`src/rtl/pcie_rx_cmd_split_pkg.sv`:
```
// Shared constants and types for the PCIe RX DMA command splitter.
package pcie_rx_cmd_split_pkg;

  // Command entry layout: {addr[47:6], chunk_len_units-1}
  localparam int ADDR_LSB = 4;
  localparam int LEN_MSB  = 3;

  // A chunk never exceeds 1 KB, i.e. 16 units of 64 bytes
  localparam int MAX_CHUNK_UNITS = 16;

  typedef enum logic [1:0] {
    ST_IDLE  = 2'd0,
    ST_ISSUE = 2'd1,
    ST_DONE  = 2'd2
  } split_state_e;

endpackage

```
`src/rtl/pcie_rx_cmd_split_if.sv`:
```
// Request handshake plus RX DMA command FIFO write port.
// The requester/FIFO side is the master, the splitter is the slave.
interface pcie_rx_cmd_split_if #(
  parameter int C_PCIE_ADDR_WIDTH = 48,
  parameter int C_REQ_LEN_WIDTH   = 16
);
  localparam int AW = C_PCIE_ADDR_WIDTH - 6;

  logic                       req_valid;
  logic [AW-1:0]              req_addr;
  logic [C_REQ_LEN_WIDTH-1:0] req_len;
  logic                       req_ready;

  logic                       pcie_rx_cmd_wr_en;
  logic [AW+3:0]              pcie_rx_cmd_wr_data;
  logic                       pcie_rx_cmd_full_n;

  modport master (
    output req_valid, req_addr, req_len,
    input  req_ready,
    input  pcie_rx_cmd_wr_en, pcie_rx_cmd_wr_data,
    output pcie_rx_cmd_full_n
  );

  modport slave (
    input  req_valid, req_addr, req_len,
    output req_ready,
    output pcie_rx_cmd_wr_en, pcie_rx_cmd_wr_data,
    input  pcie_rx_cmd_full_n
  );
endinterface

```
`src/rtl/pcie_rx_cmd_split.sv`:
```
// Splits one host-read request into chunks of at most 1 KB that never
// cross a 1 KB boundary, writing one command entry per chunk.
module pcie_rx_cmd_split
  import pcie_rx_cmd_split_pkg::*;
#(
  parameter int C_PCIE_ADDR_WIDTH = 48,
  parameter int C_REQ_LEN_WIDTH   = 16
) (
  input  logic               pcie_user_clk,
  input  logic               pcie_user_rst_n,
  pcie_rx_cmd_split_if.slave bus,
  output logic               split_done,
  output logic               split_busy
);
  localparam int AW = C_PCIE_ADDR_WIDTH - 6;
  localparam int LW = C_REQ_LEN_WIDTH;

  split_state_e   state_q, state_d;
  logic [AW-1:0]  cur_addr_q, cur_addr_d;
  logic [LW-1:0]  remain_q, remain_d;

  logic [4:0]     room;
  logic [4:0]     chunk;
  logic [4:0]     chunk_m1;

  // Chunk size: distance to the next 1 KB boundary, clipped to what is left
  always_comb begin
    room     = 5'(MAX_CHUNK_UNITS) - {1'b0, cur_addr_q[3:0]};
    chunk    = (remain_q < LW'(room)) ? remain_q[4:0] : room;
    chunk_m1 = chunk - 5'd1;
  end

  // Next-state, register updates and outputs
  always_comb begin
    state_d                 = state_q;
    cur_addr_d              = cur_addr_q;
    remain_d                = remain_q;
    bus.req_ready           = (state_q == ST_IDLE);
    bus.pcie_rx_cmd_wr_en   = 1'b0;
    bus.pcie_rx_cmd_wr_data = '0;
    split_done              = (state_q == ST_DONE);
    split_busy              = (state_q != ST_IDLE);

    unique case (state_q)
      ST_IDLE: begin
        if (bus.req_valid) begin
          cur_addr_d = bus.req_addr;
          remain_d   = bus.req_len;
          state_d    = (bus.req_len != '0) ? ST_ISSUE : ST_DONE;
        end
      end
      ST_ISSUE: begin
        // Entry is presented even while stalled so it stays stable
        bus.pcie_rx_cmd_wr_data[ADDR_LSB +: AW] = cur_addr_q;
        bus.pcie_rx_cmd_wr_data[LEN_MSB:0]      = chunk_m1[3:0];
        bus.pcie_rx_cmd_wr_en                   = bus.pcie_rx_cmd_full_n;
        if (bus.pcie_rx_cmd_full_n) begin
          cur_addr_d = cur_addr_q + AW'(chunk);
          remain_d   = remain_q - LW'(chunk);
          if (remain_q == LW'(chunk)) begin
            state_d = ST_DONE;
          end
        end
      end
      ST_DONE: begin
        state_d = ST_IDLE;
      end
      default: begin
        state_d = ST_IDLE;
      end
    endcase
  end

  // State and working registers
  always_ff @(posedge pcie_user_clk or negedge pcie_user_rst_n) begin
    if (!pcie_user_rst_n) begin
      state_q    <= ST_IDLE;
      cur_addr_q <= '0;
      remain_q   <= '0;
    end else begin
      state_q    <= state_d;
      cur_addr_q <= cur_addr_d;
      remain_q   <= remain_d;
    end
  end

endmodule

```
`src/flat_wrapper.sv`:
```
// flat-port wrapper written by rule: the top's interface ports become plain ports
module pcie_rx_cmd_split_flat import pcie_rx_cmd_split_pkg::*;
#(
  parameter int C_PCIE_ADDR_WIDTH = 48,
  parameter int C_REQ_LEN_WIDTH   = 16
)
  (pcie_user_clk, pcie_user_rst_n, split_done, split_busy, bus_req_valid, bus_req_addr, bus_req_len, bus_req_ready, bus_pcie_rx_cmd_wr_en, bus_pcie_rx_cmd_wr_data, bus_pcie_rx_cmd_full_n);
  pcie_rx_cmd_split_if #(.C_PCIE_ADDR_WIDTH(C_PCIE_ADDR_WIDTH), .C_REQ_LEN_WIDTH(C_REQ_LEN_WIDTH)) bus_i ();
  input  logic pcie_user_clk;
  input  logic pcie_user_rst_n;
  output logic split_done;
  output logic split_busy;
  input wire logic [$bits(bus_i.req_valid)-1:0] bus_req_valid;
  input wire logic [$bits(bus_i.req_addr)-1:0] bus_req_addr;
  input wire logic [$bits(bus_i.req_len)-1:0] bus_req_len;
  output wire logic [$bits(bus_i.req_ready)-1:0] bus_req_ready;
  output wire logic [$bits(bus_i.pcie_rx_cmd_wr_en)-1:0] bus_pcie_rx_cmd_wr_en;
  output wire logic [$bits(bus_i.pcie_rx_cmd_wr_data)-1:0] bus_pcie_rx_cmd_wr_data;
  input wire logic [$bits(bus_i.pcie_rx_cmd_full_n)-1:0] bus_pcie_rx_cmd_full_n;
  assign bus_i.req_valid = bus_req_valid;
  assign bus_i.req_addr = bus_req_addr;
  assign bus_i.req_len = bus_req_len;
  assign bus_req_ready = bus_i.req_ready;
  assign bus_pcie_rx_cmd_wr_en = bus_i.pcie_rx_cmd_wr_en;
  assign bus_pcie_rx_cmd_wr_data = bus_i.pcie_rx_cmd_wr_data;
  assign bus_i.pcie_rx_cmd_full_n = bus_pcie_rx_cmd_full_n;
  pcie_rx_cmd_split #(.C_PCIE_ADDR_WIDTH(C_PCIE_ADDR_WIDTH), .C_REQ_LEN_WIDTH(C_REQ_LEN_WIDTH)) u_core (.pcie_user_clk(pcie_user_clk), .pcie_user_rst_n(pcie_user_rst_n), .bus(bus_i), .split_done(split_done), .split_busy(split_busy));
endmodule
```
`config.mk`:
```
export PLATFORM = sky130hd
export DESIGN_NAME = pcie_rx_cmd_split_flat
export DESIGN_NICKNAME = d
export VERILOG_FILES = /design/src/rtl/pcie_rx_cmd_split_pkg.sv /design/src/rtl/pcie_rx_cmd_split_if.sv /design/src/rtl/pcie_rx_cmd_split.sv /design/src/flat_wrapper.sv
export SDC_FILE = /design/constraint.sdc
export NUM_CORES = 1
export LEC_CHECK = 0
export CAP_MARGIN = 25
export CELL_PAD_IN_SITES_DETAIL_PLACEMENT = 0
export CELL_PAD_IN_SITES_GLOBAL_PLACEMENT = 1
export CORE_ASPECT_RATIO = 0.75
export CORE_UTILIZATION = 45
export CTS_CLUSTER_DIAMETER = 100
export DETAILED_ROUTE_END_ITERATION = 6
export DONT_BUFFER_PORTS = 1
export PLACE_DENSITY_LB_ADDON = 0.05
export SLEW_MARGIN = 0
export SYNTH_ARGS = -nofsm -noshare
export SYNTH_HDL_FRONTEND = slang
export SYNTH_SLANG_ARGS = --single-unit
```
`constraint.sdc`:
```
create_clock -name pcie_user_clk -period 8.4 [get_ports pcie_user_clk]
set_input_delay 1.26 -clock pcie_user_clk [delete_from_list [all_inputs] [get_ports pcie_user_clk]]
set_output_delay 1.26 -clock pcie_user_clk [all_outputs]
set_load 0.005 [all_outputs]
```
==> impl_metrics.prom, run 1 <==
# TYPE chip_impl_metric gauge
chip_impl_info{name="yosys-top-cells-count",value="sky130_fd_sc_hd__dfrtp_1 (60), sky130_fd_sc_hd__nand2_1 (60), sky130_fd_sc_hd__nor2_1 (43)"} 1
chip_impl_metric{name="syn_area_cell",unit="um2"} 8.09
chip_impl_metric{name="use_met1",unit=""} 0.418
chip_impl_metric{name="drt.antenna.violating_nets",unit=""} 0
chip_impl_info{name="min_path_type",value="register to register"} 1
chip_impl_metric{name="timing_worst_slew_pin_value",unit="ps"} 882
chip_impl_metric{name="synth.top_cell.area_share",unit=""} 0.305
chip_impl_info{name="post-synth-top-area-cell",value="sky130_fd_sc_hd__dfrtp_1"} 1
chip_impl_info{name="criticalPathCategory",value="register to register"} 1
chip_impl_metric{name="grt_use_total",unit=""} 0.287
chip_impl_metric{name="finClkSkew",unit="ps"} 6.29
chip_impl_metric{name="chipWidth",unit="um"} 123
chip_impl_metric{name="max_freq",unit="MHz"} 190
chip_impl_metric{name="place_congestion",unit=""} 0.852
chip_impl_metric{name="drv_cap",unit=""} 0
chip_impl_metric{name="postSynthNetCount",unit=""} 689
chip_impl_metric{name="fin_worst_hold_slack",unit="ps"} 543
chip_impl_metric{name="grt.met3_usage",unit=""} 0.0776
chip_impl_metric{name="grt_util_met2",unit=""} 0.414
chip_impl_metric{name="grt-ovfl-total",unit=""} 0
chip_impl_metric{name="yosysSeqAreaShare",unit=""} 0.305
chip_impl_metric{name="cp_max_fo",unit=""} 11
chip_impl_metric{name="routedWlPerCell",unit="um"} 21.7
chip_impl_metric{name="crit_buf_inv",unit=""} 3
chip_impl_info{name="slowest_stage",value="sky130_fd_sc_hd__a21boi_0"} 1
chip_impl_metric{name="final_core_utilization",unit=""} 0.504
chip_impl_metric{name="area_growth_syn_to_layout",unit="%"} 7.05
chip_impl_metric{name="viasPerCell",unit=""} 6.63
chip_impl_metric{name="finalSetupViolCount",unit=""} 0
chip_impl_info{name="critical_path.startpoint_type",value="register"} 1
chip_impl_info{name="tritoncts",value="yes"} 1
chip_impl_info{name="critPathTopFamily",value="compound AO/OA/AOI/OAI gates"} 1
chip_impl_metric{name="setup_tns",unit="ps"} 0
chip_impl_metric{name="numCtsBuffers",unit=""} 9
chip_impl_metric{name="count_of_pins_on_the_block_boundary",unit=""} 112
chip_impl_metric{name="die_h",unit="um"} 92.5
chip_impl_metric{name="worst-endpoint-arrival",unit="ps"} 5490
chip_impl_metric{name="power.density",unit="mW/mm2"} 475
chip_impl_metric{name="min_cycle_time_layout",unit="ps"} 5270
chip_impl_metric{name="distinct_cell_type_count_after_synthesis",unit=""} 70
chip_impl_metric{name="layout.cell_area.non_filler",unit="mm2"} 0.00526
chip_impl_metric{name="post_route_cells_drive_above_1_share",unit=""} 0.0808
chip_impl_metric{name="design.die.area",unit="mm2"} 0.0114
chip_impl_metric{name="placed_cell_area",unit="mm2"} 0.00498
chip_impl_metric{name="synthesized_instance_count",unit=""} 608
chip_impl_info{name="crit_path_cell_trace",value="inv_1, ha_1, xnor2_1, inv_1, ha_1, a2111oi_0, o211ai_2, mux2i_1, ha_1, inv_1, fa_1, nand3b_1, a21boi_0, o211ai_1, or3_1, o311ai_0"} 1
chip_impl_metric{name="yosys_warnings",unit=""} 0
chip_impl_metric{name="grt_first_pass_wirelength",unit="um"} 24700
chip_impl_info{name="gr-max-usage-layer",value="met1"} 1
chip_impl_metric{name="required_time_worst_endpoint",unit="ps"} 8620
chip_impl_metric{name="post-layout-total-power",unit="mW"} 2.50
chip_impl_metric{name="starting_density",unit=""} 0.470
chip_impl_metric{name="post-dp-hpwl",unit="um"} 10900
chip_impl_info{name="dominantRegCellSynth",value="sky130_fd_sc_hd__dfrtp_1"} 1
chip_impl_metric{name="ctsLongestPathBuffers",unit=""} 2
chip_impl_metric{name="via_count_of_the_routed_design",unit=""} 4845
chip_impl_metric{name="dp_worst_setup_slack",unit="ps"} 3220
chip_impl_metric{name="syn-cell-area",unit="mm2"} 0.00492
chip_impl_metric{name="slew-limit-headroom",unit=""} 0.410
chip_impl_metric{name="layout.nets",unit=""} 670
chip_impl_info{name="clockRootBuffer",value="sky130_fd_sc_hd__clkbuf_16"} 1
chip_impl_metric{name="ys_async_sr_fraction",unit=""} 1.00
chip_impl_metric{name="firstDrtPassIters",unit=""} 5
chip_impl_metric{name="synth_seq_cells",unit=""} 60
chip_impl_info{name="cp-end-kind",value="register"} 1
chip_impl_metric{name="placed_cells",unit=""} 713
chip_impl_metric{name="report.final.hold_viol_count",unit=""} 0
chip_impl_info{name="grt_setup_unrepaired",value="no"} 1
chip_impl_metric{name="num_rows",unit=""} 32
chip_impl_metric{name="synth_enable_flop_cells",unit=""} 0
chip_impl_info{name="synthTopCellsByArea",value="sky130_fd_sc_hd__dfrtp_1 (31%), sky130_fd_sc_hd__and2_1 (4.7%), sky130_fd_sc_hd__nand2_1 (4.6%)"} 1
chip_impl_metric{name="max_stage_delay",unit="ps"} 530
chip_impl_metric{name="number_of_pins_with_negative_max_slew_slack_in_the_final_report",unit=""} 0
chip_impl_metric{name="cellLeakagePower",unit="nW"} 2.15
chip_impl_metric{name="numPortBuffers",unit=""} 0
chip_impl_metric{name="core_area",unit="mm2"} 0.0105
chip_impl_metric{name="drt_wl_total",unit="um"} 15800
chip_impl_metric{name="cts.htree.levels",unit=""} 3
chip_impl_metric{name="clkSinkCount",unit=""} 60
chip_impl_metric{name="clk_transition_reported_paths",unit="ps"} 50
chip_impl_metric{name="num-fill-cells",unit=""} 1023
chip_impl_metric{name="antenna_found_initial",unit=""} 1
chip_impl_metric{name="worst_skew_pair.late_latency",unit="ps"} 330
chip_impl_metric{name="grt_pass1_vias",unit=""} 4420
chip_impl_metric{name="vdd_ir_drop_max",unit="mV"} 0.172
chip_impl_metric{name="postLayoutSetupSlackWorst",unit="ps"} 3130
chip_impl_metric{name="drc",unit=""} 0
chip_impl_metric{name="multi_input_area",unit="mm2"} 0.00315
chip_impl_metric{name="timing.final.crit_share",unit=""} 0.627
chip_impl_metric{name="cts_hold_buf",unit=""} 0
chip_impl_metric{name="cts_post_setup_buffers_inserted",unit=""} 0
chip_impl_metric{name="post_cts_resized",unit=""} 0
chip_impl_metric{name="pin_count_of_the_biggest_net_entering_global_routing",unit=""} 64
chip_impl_metric{name="regArea",unit="mm2"} 0.00150
chip_impl_metric{name="drt_first_iter_violations",unit=""} 361
chip_impl_info{name="outcome",value="completed"} 1
chip_impl_metric{name="layout.cells.non_filler",unit=""} 731
## state kept, by name, summed over array words and instances (netlist names)
| register | flops |
|---|---|
| u_core.remain_q | 16 |
| u_core.cur_addr_q | 42 |
| u_core.state_q | 2 |
## area by class of cell
type,count,share of cell area
clock inverters,2,0.00190
flip-flops and latches,60,0.285
inverters,29,0.0207
repair buffers,7,0.0124
diodes,1,0.000476
multi-input cells,482,0.599
well taps,136,0.0323
clock buffers,14,0.0483
## routing by layer
| layer | vias to the layer above | part of all wire |
|---|---|---|
| met3 | 18 | 0.079 |
| li1 | 2248 | - |
| met5 | - | 0 |
| met1 | 2401 | 0.47 |
| met2 | 178 | 0.43 |
| met4 | 0 | 0.012 |
## worst reg2reg max path, cell delays in order (launching register included)
cell and delay [ps]:
sky130_fd_sc_hd__dfrtp_1 430, sky130_fd_sc_hd__inv_1 120, sky130_fd_sc_hd__ha_1 250, sky130_fd_sc_hd__xnor2_1 250, sky130_fd_sc_hd__inv_1 120, sky130_fd_sc_hd__ha_1 210
sky130_fd_sc_hd__a2111oi_0 480, sky130_fd_sc_hd__o211ai_2 300, sky130_fd_sc_hd__mux2i_1 380, sky130_fd_sc_hd__ha_1 270, sky130_fd_sc_hd__inv_1 60, sky130_fd_sc_hd__fa_1 400
sky130_fd_sc_hd__nand3b_1 220, sky130_fd_sc_hd__a21boi_0 530, sky130_fd_sc_hd__o211ai_1 450, sky130_fd_sc_hd__or3_1 430, sky130_fd_sc_hd__o311ai_0 260
## logic make-up (layout without fill, tap and decap cells)
kind of cell / after synthesis / after routing / synth area share
and+or+nand+nor: 272 / 272 / 0.306
other: 0 / 1 / 0
AOI/OAI and AO/OA: 163 / 163 / 0.224
DFF: 60 / 60 / 0.305
adders and majority gates: 19 / 19 / 0.0514
xor gates and xnor gates: 9 / 9 / 0.0160
buffers and inverters: 66 / 52 / 0.0573
muxes: 19 / 19 / 0.0400
## power breakdown
group          total, mW  leakage [nW]  internal [mW]  switching [mW]
Clock              0.341         0.131          0.207           0.134
Combinational       1.49          1.31          0.585           0.907
Sequential         0.665         0.708          0.436           0.229
Total               2.50          2.15           1.23            1.27
## cell usage in the layout (no fill, tap or decap), types with 4 or more instances in the layout
cell type and n:
sky130_fd_sc_hd__a211o_1 4, sky130_fd_sc_hd__and2_1 37, sky130_fd_sc_hd__nand3_1 12, sky130_fd_sc_hd__o311ai_0 7, sky130_fd_sc_hd__xnor2_1 6, sky130_fd_sc_hd__nor4b_1 5, sky130_fd_sc_hd__a31oi_1 8, sky130_fd_sc_hd__nor4_1 14
sky130_fd_sc_hd__a221o_1 5, sky130_fd_sc_hd__nand2_1 60, sky130_fd_sc_hd__and4_1 7, sky130_fd_sc_hd__nor2_1 41, sky130_fd_sc_hd__or2_2 5, sky130_fd_sc_hd__dfrtp_1 60, sky130_fd_sc_hd__o22ai_1 14, sky130_fd_sc_hd__clkbuf_16 9
sky130_fd_sc_hd__and3_1 17, sky130_fd_sc_hd__mux2_2 5, sky130_fd_sc_hd__o21ai_0 30, sky130_fd_sc_hd__o21ai_1 4, sky130_fd_sc_hd__a21o_1 5, sky130_fd_sc_hd__mux2i_1 14, sky130_fd_sc_hd__inv_1 28, sky130_fd_sc_hd__clkbuf_1 4
sky130_fd_sc_hd__nand4_1 18, sky130_fd_sc_hd__a32oi_1 4, sky130_fd_sc_hd__nor2b_1 4, sky130_fd_sc_hd__nor3_1 15, sky130_fd_sc_hd__nand3b_1 4, sky130_fd_sc_hd__or4_1 7, sky130_fd_sc_hd__o211ai_1 11, sky130_fd_sc_hd__nand2b_1 6
sky130_fd_sc_hd__a22oi_1 5, sky130_fd_sc_hd__a21oi_1 32, sky130_fd_sc_hd__ha_1 17, sky130_fd_sc_hd__buf_4 6
## path summary, 6_finish.rpt
kind                                           start               endpoint  slack [ps]  cells after the start
worst max-delay path            u_core.cur_addr_q[0]  u_core.cur_addr_q[30]        3130                     16
worst min-delay path             u_core.remain_q[15]    u_core.remain_q[15]         540                      1
worst max register to register  u_core.cur_addr_q[0]  u_core.cur_addr_q[30]        3130                     16
worst min register to register   u_core.remain_q[15]    u_core.remain_q[15]         540                      1
max in group asynchronous            pcie_user_rst_n  u_core.cur_addr_q[20]        7680                      0
min in group asynchronous            pcie_user_rst_n     u_core.remain_q[3]         620                      0
(Power assumes the default switching activity.)
==> run 2, diff against run 1 <==
==> constraint.sdc (replaced) <==
create_clock -name pcie_user_clk -period 5.3 [get_ports pcie_user_clk]
set_input_delay 0.795 -clock pcie_user_clk [delete_from_list [all_inputs] [get_ports pcie_user_clk]]
set_output_delay 0.795 -clock pcie_user_clk [all_outputs]
set_load 0.005 [all_outputs]
==> impl_metrics.prom, run 2 (synthesized netlist as in run 1, its figures left out) <==
# TYPE chip_impl_metric gauge
chip_impl_info{name="layout.cells.most_common_list",value="sky130_fd_sc_hd__nand2_1 (60), sky130_fd_sc_hd__dfrtp_1 (60), sky130_fd_sc_hd__nor2_1 (41)"} 1
chip_impl_metric{name="firstDrtPassIters",unit=""} 5
chip_impl_metric{name="fin_worst_hold_slack",unit="ps"} 154
chip_impl_info{name="crit_path_cell_trace",value="inv_1, ha_1, xnor2_1, inv_1, ha_1, a2111oi_1, o211ai_2, mux2i_1, ha_1, inv_1, fa_1, nand3b_1, a21boi_2, o211ai_1, buf_4, or4_1, nand3_1"} 1
chip_impl_metric{name="drc",unit=""} 0
chip_impl_metric{name="via_count_of_the_routed_design",unit=""} 4772
chip_impl_metric{name="vdd_ir_drop_max",unit="mV"} 0.302
chip_impl_metric{name="report.final.hold_viol_count",unit=""} 0
chip_impl_metric{name="largest_reg_flops",unit=""} 42
chip_impl_metric{name="viasPerCell",unit=""} 6.49
chip_impl_metric{name="numPortBuffers",unit=""} 0
chip_impl_metric{name="worst_skew_pair.late_latency",unit="ps"} 340
chip_impl_metric{name="placed_cell_area",unit="mm2"} 0.00501
chip_impl_metric{name="grt_use_total",unit=""} 0.289
chip_impl_metric{name="max_stage_delay",unit="ps"} 500
chip_impl_info{name="reg2reg_launch_point",value="u_core.cur_addr_q[0]"} 1
chip_impl_metric{name="num_rows",unit=""} 32
chip_impl_metric{name="grt_pass1_vias",unit=""} 4455
chip_impl_metric{name="power.density",unit="mW/mm2"} 754
chip_impl_metric{name="area_growth_syn_to_layout",unit="%"} 8.14
chip_impl_metric{name="p_switching",unit="mW"} 2.02
chip_impl_info{name="outcome",value="completed"} 1
chip_impl_metric{name="grt-ovfl-total",unit=""} 0
chip_impl_metric{name="design.die.area",unit="mm2"} 0.0114
chip_impl_metric{name="seq_power_share",unit=""} 0.263
chip_impl_metric{name="internal_power",unit="mW"} 1.98
chip_impl_metric{name="cts_hold_buf",unit=""} 0
chip_impl_metric{name="finClkSkew",unit="ps"} 5.64
chip_impl_metric{name="drv_cap",unit=""} 0
chip_impl_metric{name="ant_diodes",unit=""} 0
chip_impl_metric{name="antenna_found_initial",unit=""} 0
chip_impl_info{name="crit-reg2reg-capture",value="u_core.cur_addr_q[28]"} 1
chip_impl_metric{name="cts.htree.levels",unit=""} 3
chip_impl_info{name="min_path_type",value="primary input to asynchronous set/reset pin"} 1
chip_impl_metric{name="place_congestion",unit=""} 0.884
chip_impl_metric{name="routedWlPerCell",unit="um"} 21.5
chip_impl_metric{name="ff2ff_path_depth",unit=""} 17
chip_impl_metric{name="drt_first_iter_violations",unit=""} 360
chip_impl_info{name="tritoncts",value="yes"} 1
chip_impl_info{name="critPathTopFamily",value="compound AO/OA/AOI/OAI gates"} 1
chip_impl_metric{name="count_of_pins_on_the_block_boundary",unit=""} 112
chip_impl_info{name="regMostFlops",value="u_core.cur_addr_q"} 1
chip_impl_info{name="cp-end-kind",value="register"} 1
chip_impl_metric{name="drt_wl_total",unit="um"} 15800
chip_impl_metric{name="timing_worst_slew_pin_value",unit="ps"} 859
chip_impl_metric{name="power_frac_clock",unit=""} 0.137
chip_impl_metric{name="min_cycle_time_layout",unit="ps"} 4840
chip_impl_metric{name="clkSinkCount",unit=""} 60
chip_impl_metric{name="core_area",unit="mm2"} 0.0105
chip_impl_metric{name="timing.final.crit_share",unit=""} 0.914
chip_impl_metric{name="cp_max_fo",unit=""} 9
chip_impl_metric{name="number_of_pins_with_negative_max_slew_slack_in_the_final_report",unit=""} 0
chip_impl_metric{name="required_time_worst_endpoint",unit="ps"} 5570
chip_impl_info{name="clockRootBuffer",value="sky130_fd_sc_hd__clkbuf_16"} 1
chip_impl_metric{name="starting_density",unit=""} 0.470
chip_impl_info{name="reg.largest.list",value="u_core.cur_addr_q: 42 flops, u_core.remain_q: 16 flops, u_core.state_q: 2 flops"} 1
chip_impl_metric{name="worst-r2r-setup-slack",unit="ps"} 460
chip_impl_metric{name="pin_count_of_the_biggest_net_entering_global_routing",unit=""} 61
chip_impl_metric{name="post_route_cells_drive_above_1_share",unit=""} 0.0935
chip_impl_metric{name="finalSetupViolCount",unit=""} 0
chip_impl_info{name="critical_path.startpoint_type",value="register"} 1
chip_impl_metric{name="crit_buf_inv",unit=""} 4
chip_impl_metric{name="grt_first_pass_wirelength",unit="um"} 24900
chip_impl_info{name="criticalPathCategory",value="register to register"} 1
chip_impl_metric{name="ctsLongestPathBuffers",unit=""} 2
chip_impl_metric{name="worst-endpoint-arrival",unit="ps"} 5110
chip_impl_metric{name="p_sw_frac",unit=""} 0.505
chip_impl_metric{name="post-dp-hpwl",unit="um"} 11000
chip_impl_metric{name="drt.antenna.violating_nets",unit=""} 0
chip_impl_metric{name="die_h",unit="um"} 92.5
chip_impl_metric{name="clk_transition_reported_paths",unit="ps"} 50
chip_impl_metric{name="slew-limit-headroom",unit=""} 0.426
chip_impl_metric{name="comb_power_share",unit=""} 0.600
chip_impl_metric{name="cellLeakagePower",unit="nW"} 2.18
chip_impl_metric{name="layout.nets",unit=""} 676
chip_impl_metric{name="chipWidth",unit="um"} 123
chip_impl_info{name="slowest_stage",value="sky130_fd_sc_hd__a2111oi_1"} 1
chip_impl_metric{name="numCtsBuffers",unit=""} 9
chip_impl_metric{name="layout.cell_area.non_filler",unit="mm2"} 0.00532
chip_impl_metric{name="final_core_utilization",unit=""} 0.509
chip_impl_metric{name="max_freq",unit="MHz"} 206
## run 2: cell types whose count changed in the layout (fill, tap and decap cells not counted)
cell	delta
sky130_fd_sc_hd__diode_2	-1
sky130_fd_sc_hd__a2111oi_0	-1
sky130_fd_sc_hd__buf_4	+6
sky130_fd_sc_hd__clkbuf_8	+1
sky130_fd_sc_hd__a2111oi_1	+1
sky130_fd_sc_hd__a21boi_2	+1
sky130_fd_sc_hd__a21boi_0	-1
sky130_fd_sc_hd__clkbuf_1	-2
## run 2: worst reg2reg max path: stages, from the launching register on
cell                        delay [ps]
sky130_fd_sc_hd__dfrtp_1           440
sky130_fd_sc_hd__inv_1             130
sky130_fd_sc_hd__ha_1              230
sky130_fd_sc_hd__xnor2_1           250
sky130_fd_sc_hd__inv_1             120
sky130_fd_sc_hd__ha_1              230
sky130_fd_sc_hd__a2111oi_1         500
sky130_fd_sc_hd__o211ai_2          300
sky130_fd_sc_hd__mux2i_1           290
sky130_fd_sc_hd__ha_1              250
sky130_fd_sc_hd__inv_1              70
sky130_fd_sc_hd__fa_1              390
sky130_fd_sc_hd__nand3b_1          240
sky130_fd_sc_hd__a21boi_2          280
sky130_fd_sc_hd__o211ai_1          270
sky130_fd_sc_hd__buf_4             230
sky130_fd_sc_hd__or4_1             470
sky130_fd_sc_hd__nand3_1           100
## run 2: area by class of cell
type | instances | area [um2]
Fill cell | 1011 | 5130
Multi-Input combinational cell | 482 | 3160
Sequential cell | 60 | 1500
Clock buffer | 13 | 260
Tap cell | 136 | 170
Timing Repair Buffer | 13 | 110
Inverter | 29 | 109
Clock inverter | 2 | 10.0
## run 2: what timing repair did
item                                    in CTS  in global routing
gates resized for setup                      0                  3
endpoints found under the setup margin       0                 11
setup buffers                                0                  4
## run 2: worst max path at each step
stage	slack [ps]	cells past startpoint	startpoint	to
after floorplan	1010	16	u_core.cur_addr_q[0]	u_core.cur_addr_q[14]
after global placement	520	16	u_core.cur_addr_q[0]	u_core.cur_addr_q[30]
after CTS	220	16	u_core.cur_addr_q[0]	u_core.cur_addr_q[30]
final	460	17	u_core.cur_addr_q[0]	u_core.cur_addr_q[28]
after global routing	-20	16	u_core.cur_addr_q[0]	u_core.cur_addr_q[16]
after detailed placement	260	16	u_core.cur_addr_q[0]	u_core.cur_addr_q[30]
## run 2: stage by stage
step / setup slack, ps / total power [mW] / instances / TNS [ps]
2_1_floorplan: 1010 / 2.79 / 608 / 0
3_3_place_gp: 520 / 3.35 / 715 / 0
3_5_place_dp: 260 / 3.41 / 716 / 0
4_1_cts: 219 / 3.98 / 731 / 0
5_1_grt: -22.2 / 4.38 / 735 / -22.2
6_report: 456 / 4.01 / 735 / 0
## run 2: power by group through the flow
stage | registers, mW | clock network (mW) | logic (mW)
2_1_floorplan | 0.899 | 0 | 1.89
3_5_place_dp | 1.05 | 0 | 2.37
5_1_grt | 1.10 | 0.581 | 2.70
4_1_cts | 1.04 | 0.558 | 2.38
6_report | 1.05 | 0.549 | 2.40
3_3_place_gp | 1.04 | 0 | 2.31
## run 2: per-layer routing
metal / vias up / track usage / wire length, um
met5: - / 0 / 0
met4: 0 / 0.0650 / 159
met3: 13 / 0.0714 / 1270
met2: 176 / 0.426 / 6970
met1: 2337 / 0.419 / 7430
li1: 2246 / - / -
==> run 3, diff against run 2 <==
--- a/config.mk
+++ b/config.mk
@@ -5,11 +5,12 @@
 export SDC_FILE = /design/constraint.sdc
 export NUM_CORES = 1
 export LEC_CHECK = 0
+export ABC_AREA = 1
 export CAP_MARGIN = 25
 export CELL_PAD_IN_SITES_DETAIL_PLACEMENT = 0
 export CELL_PAD_IN_SITES_GLOBAL_PLACEMENT = 1
 export CORE_ASPECT_RATIO = 0.75
-export CORE_UTILIZATION = 45
+export CORE_UTILIZATION = 43
 export CTS_CLUSTER_DIAMETER = 100
 export DETAILED_ROUTE_END_ITERATION = 6
 export DONT_BUFFER_PORTS = 1
==> constraint.sdc (replaced) <==
create_clock -name pcie_user_clk -period 5.7 [get_ports pcie_user_clk]
set_input_delay 0.855 -clock pcie_user_clk [delete_from_list [all_inputs] [get_ports pcie_user_clk]]
set_output_delay 0.855 -clock pcie_user_clk [all_outputs]
set_load 0.005 [all_outputs]
==> impl_metrics.prom, run 3 <==
# TYPE chip_impl_metric gauge
chip_impl_info{name="criticalPathCategory",value="register to register"} 1
chip_impl_metric{name="synth.top_cell.area_share",unit=""} 0.286
chip_impl_metric{name="firstDrtPassIters",unit=""} 5
chip_impl_metric{name="chipWidth",unit="um"} 130
chip_impl_metric{name="power.density",unit="mW/mm2"} 748
chip_impl_metric{name="grt_first_pass_wirelength",unit="um"} 26600
chip_impl_metric{name="die_h",unit="um"} 97.7
chip_impl_metric{name="grt-ovfl-total",unit=""} 0
chip_impl_metric{name="design.die.area",unit="mm2"} 0.0127
chip_impl_metric{name="numPortBuffers",unit=""} 0
chip_impl_metric{name="pin_count_of_the_biggest_net_entering_global_routing",unit=""} 74
chip_impl_info{name="slowest_stage",value="sky130_fd_sc_hd__fa_1"} 1
chip_impl_metric{name="place_congestion",unit=""} 0.901
chip_impl_metric{name="synth-compound-area-share",unit=""} 0.133
chip_impl_metric{name="post_cts_resized",unit=""} 0
chip_impl_metric{name="via_count_of_the_routed_design",unit=""} 5450
chip_impl_metric{name="layout.cells.non_filler",unit=""} 997
chip_impl_metric{name="min_cycle_time_layout",unit="ps"} 3940
chip_impl_metric{name="report.final.hold_viol_count",unit=""} 0
chip_impl_metric{name="ys_async_sr_fraction",unit=""} 1.00
chip_impl_metric{name="setup_tns",unit="ps"} 0
chip_impl_metric{name="num_rows",unit=""} 34
chip_impl_metric{name="yosys_warnings",unit=""} 0
chip_impl_info{name="reg.largest.list",value="u_core.cur_addr_q: 42 flops, u_core.remain_q: 16 flops, u_core.state_q: 2 flops"} 1
chip_impl_info{name="synthMostInstantiatedCell",value="sky130_fd_sc_hd__nand2_1"} 1
chip_impl_metric{name="finalSetupViolCount",unit=""} 0
chip_impl_metric{name="drc",unit=""} 0
chip_impl_info{name="post-synth-top-area-cell",value="sky130_fd_sc_hd__dfrtp_1"} 1
chip_impl_metric{name="synth_seq_cells",unit=""} 60
chip_impl_metric{name="antenna_found_initial",unit=""} 0
chip_impl_metric{name="numCtsBuffers",unit=""} 9
chip_impl_metric{name="cellLeakagePower",unit="nW"} 2.75
chip_impl_metric{name="layout.nets",unit=""} 911
chip_impl_metric{name="drt.antenna.violating_nets",unit=""} 0
chip_impl_metric{name="count_of_pins_on_the_block_boundary",unit=""} 112
chip_impl_metric{name="max_stage_delay",unit="ps"} 390
chip_impl_info{name="regMostFlops",value="u_core.cur_addr_q"} 1
chip_impl_info{name="tritoncts",value="yes"} 1
chip_impl_metric{name="cts.htree.levels",unit=""} 3
chip_impl_metric{name="starting_density",unit=""} 0.447
chip_impl_metric{name="drv_cap",unit=""} 0
chip_impl_metric{name="synth-adder-area-share",unit=""} 0.0482
chip_impl_info{name="critical_path.startpoint_type",value="register"} 1
chip_impl_metric{name="distinct_cell_type_count_after_synthesis",unit=""} 42
chip_impl_metric{name="cts_post_setup_buffers_inserted",unit=""} 0
chip_impl_metric{name="synth_enable_flop_cells",unit=""} 0
chip_impl_metric{name="drt_wl_total",unit="um"} 16300
chip_impl_metric{name="cp_max_fo",unit=""} 7
chip_impl_metric{name="clk_transition_reported_paths",unit="ps"} 50
chip_impl_info{name="synthTopCellsByArea",value="sky130_fd_sc_hd__dfrtp_1 (29%), sky130_fd_sc_hd__nand2_1 (16%), sky130_fd_sc_hd__nor2_1 (8.9%)"} 1
chip_impl_metric{name="routedWlPerCell",unit="um"} 16.3
chip_impl_metric{name="finClkSkew",unit="ps"} 7.50
chip_impl_info{name="timing.critical_path.mode_cell",value="sky130_fd_sc_hd__nand2_1"} 1
chip_impl_info{name="yosys-top-cells-count",value="sky130_fd_sc_hd__nand2_1 (218), sky130_fd_sc_hd__nor2_1 (124), sky130_fd_sc_hd__inv_1 (116)"} 1
chip_impl_metric{name="ant_diodes",unit=""} 0
chip_impl_metric{name="ctsLongestPathBuffers",unit=""} 2
chip_impl_info{name="cp-end-kind",value="register"} 1
chip_impl_metric{name="syn-cell-area",unit="mm2"} 0.00525
chip_impl_metric{name="grt_pass1_vias",unit=""} 5114
chip_impl_metric{name="max_freq",unit="MHz"} 254
chip_impl_metric{name="grt_use_total",unit=""} 0.272
chip_impl_metric{name="worst_skew_pair.late_latency",unit="ps"} 340
chip_impl_metric{name="synthesized_instance_count",unit=""} 845
chip_impl_metric{name="post_synth_mux_area_share",unit=""} 0
chip_impl_metric{name="core_area",unit="mm2"} 0.0117
chip_impl_info{name="layout.cells.most_common_list",value="sky130_fd_sc_hd__nand2_1 (217), sky130_fd_sc_hd__nor2_1 (124), sky130_fd_sc_hd__inv_1 (116)"} 1
chip_impl_metric{name="post_route_cells_drive_above_1_share",unit=""} 0.0707
chip_impl_info{name="dominantRegCellSynth",value="sky130_fd_sc_hd__dfrtp_1"} 1
chip_impl_metric{name="timing.final.crit_share",unit=""} 0.691
chip_impl_metric{name="area_growth_syn_to_layout",unit="%"} 7.61
chip_impl_metric{name="cts_hold_buf",unit=""} 0
chip_impl_metric{name="worst-endpoint-arrival",unit="ps"} 4210
chip_impl_metric{name="timing_worst_slew_pin_value",unit="ps"} 971
chip_impl_metric{name="clkSinkCount",unit=""} 60
chip_impl_info{name="grt_setup_unrepaired",value="no"} 1
chip_impl_metric{name="syn_area_cell",unit="um2"} 6.21
chip_impl_metric{name="slew-limit-headroom",unit=""} 0.352
chip_impl_info{name="outcome",value="completed"} 1
chip_impl_metric{name="vdd_ir_drop_max",unit="mV"} 0.335
chip_impl_info{name="min_path_type",value="primary input to asynchronous set/reset pin"} 1
chip_impl_info{name="leading_cell_type_in_the_layout_fill_and_taps_excluded",value="sky130_fd_sc_hd__nand2_1"} 1
chip_impl_metric{name="viasPerCell",unit=""} 5.47
chip_impl_metric{name="post-dp-hpwl",unit="um"} 11800
chip_impl_metric{name="number_of_pins_with_negative_max_slew_slack_in_the_final_report",unit=""} 0
chip_impl_metric{name="postSynthNetCount",unit=""} 926
chip_impl_metric{name="placed_cells",unit=""} 981
chip_impl_metric{name="yosysSeqAreaShare",unit=""} 0.286
chip_impl_metric{name="synth_xor_area_frac",unit=""} 0.0150
chip_impl_metric{name="required_time_worst_endpoint",unit="ps"} 5970
chip_impl_info{name="clockRootBuffer",value="sky130_fd_sc_hd__clkbuf_16"} 1
chip_impl_metric{name="drt_first_iter_violations",unit=""} 425
chip_impl_info{name="dominant_combinational_cell_family_by_area_after_synthesis",value="simple AND/OR/NAND/NOR gates"} 1
chip_impl_metric{name="largest_reg_flops",unit=""} 42
chip_impl_metric{name="synthSimpleGateAreaFrac",unit=""} 0.401
[run 3: changes by cell type after synthesis, moves of 8 or more]
cell / before / now
sky130_fd_sc_hd__a21oi_1: 32 / 42
sky130_fd_sc_hd__and2_1: 37 / 1
sky130_fd_sc_hd__and3_1: 17 / 0
sky130_fd_sc_hd__buf_2: 1 / 19
sky130_fd_sc_hd__clkbuf_1: 31 / 5
sky130_fd_sc_hd__inv_1: 28 / 116
sky130_fd_sc_hd__mux2i_1: 14 / 0
sky130_fd_sc_hd__nand2_1: 60 / 218
sky130_fd_sc_hd__nand2_2: 0 / 9
sky130_fd_sc_hd__nand3_1: 12 / 69
sky130_fd_sc_hd__nor2_1: 43 / 124
sky130_fd_sc_hd__nor4_1: 14 / 1
sky130_fd_sc_hd__o21ai_1: 4 / 23
sky130_fd_sc_hd__o22ai_1: 14 / 6
[run 3: critical path: cells and delay by family (launching register included)]
family                   cells  cell delay (ps)
AND/OR/NAND/NOR             19             1720
flip-flops                   1              380
adder cells (fa/ha/maj)      4             1090
XOR/XNOR                     1              140
buffers and inverters        6              540
[run 3: cells by family (layout without fill, tap and decap cells)]
| family | Yosys count | count (layout) |
|---|---|---|
| adders and majority gates | 19 | 19 |
| DFF | 60 | 60 |
| buffers and inverters | 152 | 142 |
| xor gates and xnor gates | 9 | 9 |
| AOI/OAI and AO/OA | 124 | 124 |
| and+or+nand+nor | 481 | 481 |
[run 3: area by class of cell]
| class | instances | area (um2) |
|---|---|---|
| fillers | 1273 | 6090 |
| multi-input cells | 633 | 3140 |
| flip-flops and latches | 60 | 1500 |
| inverters | 123 | 462 |
| clock buffers | 12 | 246 |
| well taps | 162 | 203 |
| clock inverters | 4 | 72.6 |
| repair buffers | 3 | 22.5 |
[run 3: path summary, 6_finish.rpt]
kind	from	end	slack [ps]	cells after the start
worst min register to register	u_core.remain_q[15]	u_core.remain_q[15]	520	2
max in group asynchronous	pcie_user_rst_n	u_core.cur_addr_q[21]	5380	0
worst max register to register	u_core.cur_addr_q[1]	u_core.cur_addr_q[32]	1760	30
min in group pcie_user_clk	u_core.remain_q[15]	u_core.remain_q[15]	520	2
worst min-delay path	pcie_user_rst_n	u_core.cur_addr_q[2]	220	0
worst max-delay path	u_core.cur_addr_q[1]	u_core.cur_addr_q[32]	1760	30
[run 3: metrics by stage]
step	utilization	instance area (um2)	hold WS [ps]	worst slack, ps	power (mW)
2_1_floorplan	-	5250	471	2310	3.00
3_3_place_gp	0.454	5330	496	1950	3.57
3_5_place_dp	0.454	5330	507	1780	3.61
4_1_cts	0.481	5650	203	1760	4.23
5_1_grt	0.481	5650	203	1320	4.67
6_report	0.481	5650	216	1760	4.22
[run 3: routing by layer]
metal  GRT usage  vias to the layer above  part of all wire
li1            -                     2699                 -
met1       0.413                     2548              0.50
met2       0.389                      193              0.41
met3      0.0584                       10             0.089
met4      0.0546                        0            0.0068
met5           0                        -                 0
[run 3: report_power, final]
group	switching (mW)	internal (mW)
clock network	0.209	0.394
logic	1.87	0.842
registers	0.236	0.667
total	2.32	1.90
